$ cat src/rtl/fetch_pkg.sv
// Shared types and sizing helpers for the instruction prefetch queue.
package fetch_pkg;

   localparam int unsigned FETCH_XLEN  = 32;
   localparam int unsigned FETCH_DEPTH = 4;

   typedef struct packed {
      logic [FETCH_XLEN-1:0] inst;
      logic [FETCH_XLEN-1:0] pc;
   } fetch_entry_t;

   // Width of a counter able to hold 0..depth inclusive.
   function automatic int unsigned cnt_w(input int unsigned depth);
      return $clog2(depth + 1);
   endfunction

endpackage

$ cat src/rtl/fetch_fifo.sv
// Synchronous FIFO with clear; power-of-two depth so pointers wrap naturally.
// Callers guard push against full and pop against empty.
module fetch_fifo
   import fetch_pkg::*;
#(
   parameter type         T     = fetch_entry_t,
   parameter int unsigned DEPTH = FETCH_DEPTH
) (
   input  logic                       ACLK,
   input  logic                       ARESETn,
   input  logic                       push,
   input  T                           wdata,
   input  logic                       pop,
   input  logic                       clear,
   output T                           rdata,
   output logic [$clog2(DEPTH+1)-1:0] count,
   output logic                       full,
   output logic                       empty
);

   localparam int unsigned PW = $clog2(DEPTH);
   localparam int unsigned CW = cnt_w(DEPTH);

   T              mem [DEPTH];
   logic [PW-1:0] wr_ptr;
   logic [PW-1:0] rd_ptr;
   logic [CW-1:0] cnt;

   always_ff @(posedge ACLK or negedge ARESETn) begin
      if (!ARESETn) begin
         wr_ptr <= '0;
         rd_ptr <= '0;
         cnt    <= '0;
         for (int i = 0; i < int'(DEPTH); i++) begin
            mem[PW'(i)] <= '0;
         end
      end else if (clear) begin
         wr_ptr <= '0;
         rd_ptr <= '0;
         cnt    <= '0;
      end else begin
         if (push) begin
            mem[wr_ptr] <= wdata;
            wr_ptr      <= wr_ptr + PW'(1);
         end
         if (pop) begin
            rd_ptr <= rd_ptr + PW'(1);
         end
         cnt <= cnt + CW'(push) - CW'(pop);
      end
   end

   assign rdata = mem[rd_ptr];
   assign count = cnt;
   assign full  = (cnt == CW'(DEPTH));
   assign empty = (cnt == '0);

endmodule

$ cat src/rtl/inst_prefetch_queue.sv
// IF-stage prefetch front end: credit-limited AXI reads, PC tagging, and
// redirect handling that drops stale in-flight responses by count.
module inst_prefetch_queue
   import fetch_pkg::*;
#(
   parameter int unsigned     XLEN     = FETCH_XLEN,
   parameter int unsigned     DEPTH    = FETCH_DEPTH,
   parameter logic [XLEN-1:0] RESET_PC = '0
) (
   input  logic                       ACLK,
   input  logic                       ARESETn,
   input  logic                       redirect_en_i,
   input  logic [XLEN-1:0]            redirect_pc_i,
   output logic [XLEN-1:0]            imem_araddr_o,
   output logic                       imem_arvalid_o,
   input  logic                       imem_arready_i,
   input  logic [XLEN-1:0]            imem_rdata_i,
   input  logic                       imem_rvalid_i,
   output logic                       imem_rready_o,
   output logic [XLEN-1:0]            inst_o,
   output logic [XLEN-1:0]            pc_o,
   output logic [XLEN-1:0]            pc_next_o,
   output logic                       valid_o,
   input  logic                       ready_i,
   output logic [$clog2(DEPTH+1)-1:0] occupancy_o
);

   localparam int unsigned     CW      = cnt_w(DEPTH);
   localparam int unsigned     SW      = CW + 1;
   localparam logic [XLEN-1:0] PC_STEP = XLEN'(4);

   logic [XLEN-1:0] fetch_pc;
   logic [XLEN-1:0] ar_addr;
   logic            ar_valid;
   logic            ar_stale;
   logic [CW-1:0]   drop_cnt;

   fetch_entry_t    q_head;
   fetch_entry_t    q_wdata;
   logic [CW-1:0]   q_count;
   logic            q_full;
   logic            q_empty;
   logic [XLEN-1:0] pcq_head;
   logic [CW-1:0]   out_count;
   logic            pcq_full;
   logic            pcq_empty;

   logic            ar_fire;
   logic            r_fire;
   logic            r_drop;
   logic            q_push;
   logic            q_pop;
   logic            ar_free;
   logic [XLEN-1:0] pc_base;
   logic [SW-1:0]   occ_next;
   logic [SW-1:0]   out_next;
   logic            credit_next;

   // Handshake decode and next-cycle credit.
   always_comb begin
      ar_fire     = ar_valid & imem_arready_i;
      r_fire      = imem_rvalid_i;
      r_drop      = r_fire & (redirect_en_i | (drop_cnt != '0));
      q_push      = r_fire & ~r_drop & ~q_full;
      q_pop       = ~q_empty & ready_i & ~redirect_en_i;
      ar_free     = ~ar_valid | ar_fire;
      pc_base     = redirect_en_i ? redirect_pc_i : fetch_pc;
      occ_next    = redirect_en_i ? '0
                                  : SW'(q_count) + SW'(q_push) - SW'(q_pop);
      out_next    = SW'(out_count) + SW'(ar_fire) - SW'(r_fire);
      credit_next = (occ_next + out_next) < SW'(DEPTH);
   end

   // AR request register: a pending request holds its address even across a redirect.
   always_ff @(posedge ACLK or negedge ARESETn) begin
      if (!ARESETn) begin
         fetch_pc <= RESET_PC;
         ar_addr  <= RESET_PC;
         ar_valid <= 1'b0;
      end else if (ar_free) begin
         ar_valid <= credit_next;
         ar_addr  <= pc_base;
         fetch_pc <= credit_next ? pc_base + PC_STEP : pc_base;
      end else begin
         fetch_pc <= pc_base;
      end
   end

   // A request stranded by a redirect joins the drop count once it is accepted.
   always_ff @(posedge ACLK or negedge ARESETn) begin
      if (!ARESETn) begin
         drop_cnt <= '0;
         ar_stale <= 1'b0;
      end else if (redirect_en_i) begin
         drop_cnt <= CW'(out_next);
         ar_stale <= ar_valid & ~ar_fire;
      end else begin
         drop_cnt <= drop_cnt - CW'(r_drop) + CW'(ar_fire & ar_stale);
         if (ar_fire) begin
            ar_stale <= 1'b0;
         end
      end
   end

   assign q_wdata = '{inst: imem_rdata_i, pc: pcq_head};

   fetch_fifo #(
      .T     (fetch_entry_t),
      .DEPTH (DEPTH)
   ) u_inst_q (
      .ACLK    (ACLK),
      .ARESETn (ARESETn),
      .push    (q_push),
      .wdata   (q_wdata),
      .pop     (q_pop),
      .clear   (redirect_en_i),
      .rdata   (q_head),
      .count   (q_count),
      .full    (q_full),
      .empty   (q_empty)
   );

   // Issued-address tracker; its fill level is the outstanding read count.
   fetch_fifo #(
      .T     (logic [XLEN-1:0]),
      .DEPTH (DEPTH)
   ) u_pc_q (
      .ACLK    (ACLK),
      .ARESETn (ARESETn),
      .push    (ar_fire & ~pcq_full),
      .wdata   (ar_addr),
      .pop     (r_fire & ~pcq_empty),
      .clear   (1'b0),
      .rdata   (pcq_head),
      .count   (out_count),
      .full    (pcq_full),
      .empty   (pcq_empty)
   );

   assign imem_araddr_o  = ar_addr;
   assign imem_arvalid_o = ar_valid;
   assign imem_rready_o  = 1'b1;
   assign inst_o         = q_head.inst;
   assign pc_o           = q_head.pc;
   assign pc_next_o      = q_head.pc + PC_STEP;
   assign valid_o        = ~q_empty;
   assign occupancy_o    = q_count;

endmodule
$ cat config.mk
export PLATFORM = sky130hd
export DESIGN_NAME = inst_prefetch_queue
export DESIGN_NICKNAME = d
export VERILOG_FILES = /design/src/rtl/fetch_pkg.sv /design/src/rtl/fetch_fifo.sv /design/src/rtl/inst_prefetch_queue.sv
export SDC_FILE = /design/constraint.sdc
export NUM_CORES = 1
export LEC_CHECK = 0
export CELL_PAD_IN_SITES_DETAIL_PLACEMENT = 0
export CELL_PAD_IN_SITES_GLOBAL_PLACEMENT = 2
export CORE_MARGIN = 5
export CORE_UTILIZATION = 42
export DETAILED_ROUTE_END_ITERATION = 12
export HOLD_SLACK_MARGIN = 0.06
export PLACE_DENSITY = 0.8
export SLEW_MARGIN = 20
export SYNTH_ARGS = -nofsm -noshare
export SYNTH_HDL_FRONTEND = slang
export SYNTH_SLANG_ARGS = --single-unit
$ cat constraint.sdc
create_clock -name ACLK -period 4.5 [get_ports ACLK]
set_input_delay 0.675 -clock ACLK [delete_from_list [all_inputs] [get_ports ACLK]]
set_output_delay 0.675 -clock ACLK [all_outputs]
set_load 0.02 [all_outputs]
==> reports/metrics.cfg <==
[run_status]
status = complete, no violations

[yosys]
async_reset_ff_share_pct = 58.89
synth_area_um2 = 20210
synth_edf_count = 192
synth_fp_nets = 1357
synth_ff_type = dfrtp_1
synth-seq-cells = 467
yosys_warnings = 0
ys_seq_area_share_pct = 62.57
synth_cells = 1259
yosysUniqueCellTypes = 49
syn_area_per_cell_um2 = 16.05

[critical_path]
critical_path.endpoint_type = output pin
worstSetupStartpointType = register
ff2ff_path_depth = 17
worstPathRequired_ns = 3.83
cp_max_fo = 13
worst_ep_arrival_time_ns = 3.60
rrSetupSlack_ns = 0.26
r2r-end = fetch_pc[3]
critPathKind = reg -> out
r2r-start = u_inst_q.count[2]

[route]
wl_per_cell_um = 22.31
drt-initial-drc-count = 754
wl_um = 48170
ant_nets = 0
routed_via_density = 5.449
post-route-drc-count = 0
vias = 11770
dr.pass1.iters = 7

[clock_network]
clockRootBuffer = clkbuf_16
cts_tree = built
cts_inserted_buffers = 50
clkTransAtPathRegs_ns = 0.06
cts_sinks = 467
clock_path_buffers = 3
htreeDepth = 2
clk_latency_ns = 0.57

[die]
start_util_pct = 42.42
fp.dieArea_um2 = 52610
ios = 204
floorplan.die.height_um = 229.4
fp.dieW_um = 229.4
core_area_um2 = 47650
rows = 80

[sta]
drv_slew = 0
max_slew.worst_pin.slew_ns = 0.9800
clock_skew_ns = 0.01667
fin_crit_sh_pct = 94.92
relSlewSlack_pct = 34.43
setup_viol_count_final = 0
post-route-min-period_ns = 4.271
max_freq_mhz = 234.1
setup_slack_ns = 0.2286
hold_viol = 0

[grt]
busiest_layer = met2
grt_max_degree = 115
grt_use_total_pct = 18.42
met2_usage_pct = 29.30
grt_use_met3_pct = 3.456
global_route.usage.met1_pct = 26.74
grt_overflow_total = 0
antenna_found_initial = 0
grt_pass1_wl_um = 76210
grt_pass1_vias = 12530

[pwr]
powerDensity_nw_per_um2 = 698.0
vdd_drop_max_mv = 0.3201
p_leak_nw = 9.744

[hold_path]
hold_depth = 2
min_from = redirect_en_i
hold_end = u_inst_q.rd_ptr[0]
hold_path_class = in -> reg

[cells_and_area]
area_delta_synth_final_pct = 22.83
drive_gt1_share_pct = 28.56
final_cell_mix = dfrtp_1, clkdlybuf4s50_1, mux2_2
final_util_pct = 52.11
final_nets = 1601
final_common_cell = dfrtp_1
num_antenna_cells = 0

[place]
portBuffers = 202
dp.final_hpwl_um = 32460
gp_congestion = 0.8107
dp_slack_ns = -0.3146

[run]
maxCapViolCount = 0

## layer usage
metal / up-vias / routed length [µm]
met2: 273 / 22600
met3: 56 / 2199
met5: - / 0
met1: 6189 / 22530
met4: 0 / 830
li1: 5247 / -
## power breakdown
part | leakage [nW] | internal [W] | switching [W]
sequential | 5.15 | 0.00562 | 0.000826
clock | 0.768 | 0.00233 | 0.00162
combinational | 3.82 | 0.00352 | 0.00341
total | 9.74 | 0.0115 | 0.00585
## how the worst max path moves through the flow
stage,to,from,slack [ns]
global route,fetch_pc[3],u_inst_q.count[2],-0.0002
global placement,fetch_pc[22],ready_i,-0.32
floorplan,fetch_pc[3],redirect_en_i,-0.09
finish,pc_next_o[27],u_inst_q.rd_ptr[0],0.23
CTS,pc_next_o[20],u_inst_q.rd_ptr[1],0.04
detailed placement,fetch_pc[3],ready_i,-0.31
## critical path, stage by stage, from the launching register on
cell	delay [ns]
dfrtp_4	0.63
buf_16	0.23
mux4_2	0.46
nand2_1	0.12
nor2_1	0.20
and4_2	0.40
nand4_1	0.14
xnor2_1	0.18
clkdlybuf4s50_1	0.63
## synthesized netlist by cell type, drive strengths merged, types with 12 or more instances
cell type | number | share of area, %
dfrtp | 275 | 34
edfxtp | 192 | 29
xor2 | 31 | 1.3
ha | 24 | 1.5
nor2 | 58 | 1.1
clkbuf | 26 | 0.48
mux4 | 96 | 11
nand2 | 51 | 0.95
nand4 | 15 | 0.46
a21oi | 33 | 0.82
inv | 24 | 0.45
and3 | 12 | 0.37
nand3 | 36 | 0.89
xnor2 | 37 | 1.6
mux2i | 31 | 1.5
mux2 | 198 | 11
buf | 40 | 1.1
## flip-flops by register name, indices dropped and copies added (netlist names)
signal and flops:
imem_araddr_o 32, drop_cnt 3, imem_arvalid_o 1, ar_stale 1, u_inst_q.mem 256, u_inst_q.rd_ptr 2
u_inst_q.wr_ptr 2, u_pc_q.wr_ptr 2, u_inst_q.count 3, fetch_pc 32, u_pc_q.count 3, u_pc_q.mem 128
u_pc_q.rd_ptr 2
## timing repair
item	in CTS	in global routing
endpoints found under the setup margin	11	30
hold buffers	1	0
gates resized for setup	1	4
hold endpoints to repair	1	0
buffers inserted	1	1
gates cloned	0	0
## final cells by class
type	instances	area, µm²
clock buffers	78	1418
clock inverters	15	155.1
fillers	3983	22820
inverters	24	90.09
multi-input cells	702	7209
flip-flops and latches	467	12650
well taps	615	769.5
repair buffers	258	2531
## metrics by stage
| stage | instances | cell area [µm²] | setup TNS, ns | hold slack [ns] | power [W] |
|---|---|---|---|---|---|
| 3_3_place_gp | 2063 | 23200 | -5.878 | 0.4817 | 0.01328 |
| 2_1_floorplan | 1259 | 20280 | -0.4292 | 0.3794 | 0.01047 |
| 6_report | 2159 | 24830 | 0 | 0.4110 | 0.01733 |
| 4_1_cts | 2158 | 24810 | 0 | 0.3760 | 0.01751 |
| 5_1_grt | 2159 | 24830 | -0.0001972 | 0.3983 | 0.01828 |
| 3_5_place_dp | 2063 | 23200 | -6.198 | 0.4877 | 0.01345 |
## kinds of logic (layout without fill, tap and decap cells)
logic type,after synthesis,count (layout),share of synthesized area [%]
buffers and inverters,90,375,2.018
multiplexers,325,325,23.26
other,1,1,0.01855
adder cells (fa/ha/maj),28,28,1.882
flip-flops,467,467,62.57
XOR/XNOR,68,68,2.946
AO/OA/AOI/OAI,72,72,2.266
AND/OR/NAND/NOR,208,208,5.039
Note: power is estimated with default switching activity, not from simulation.
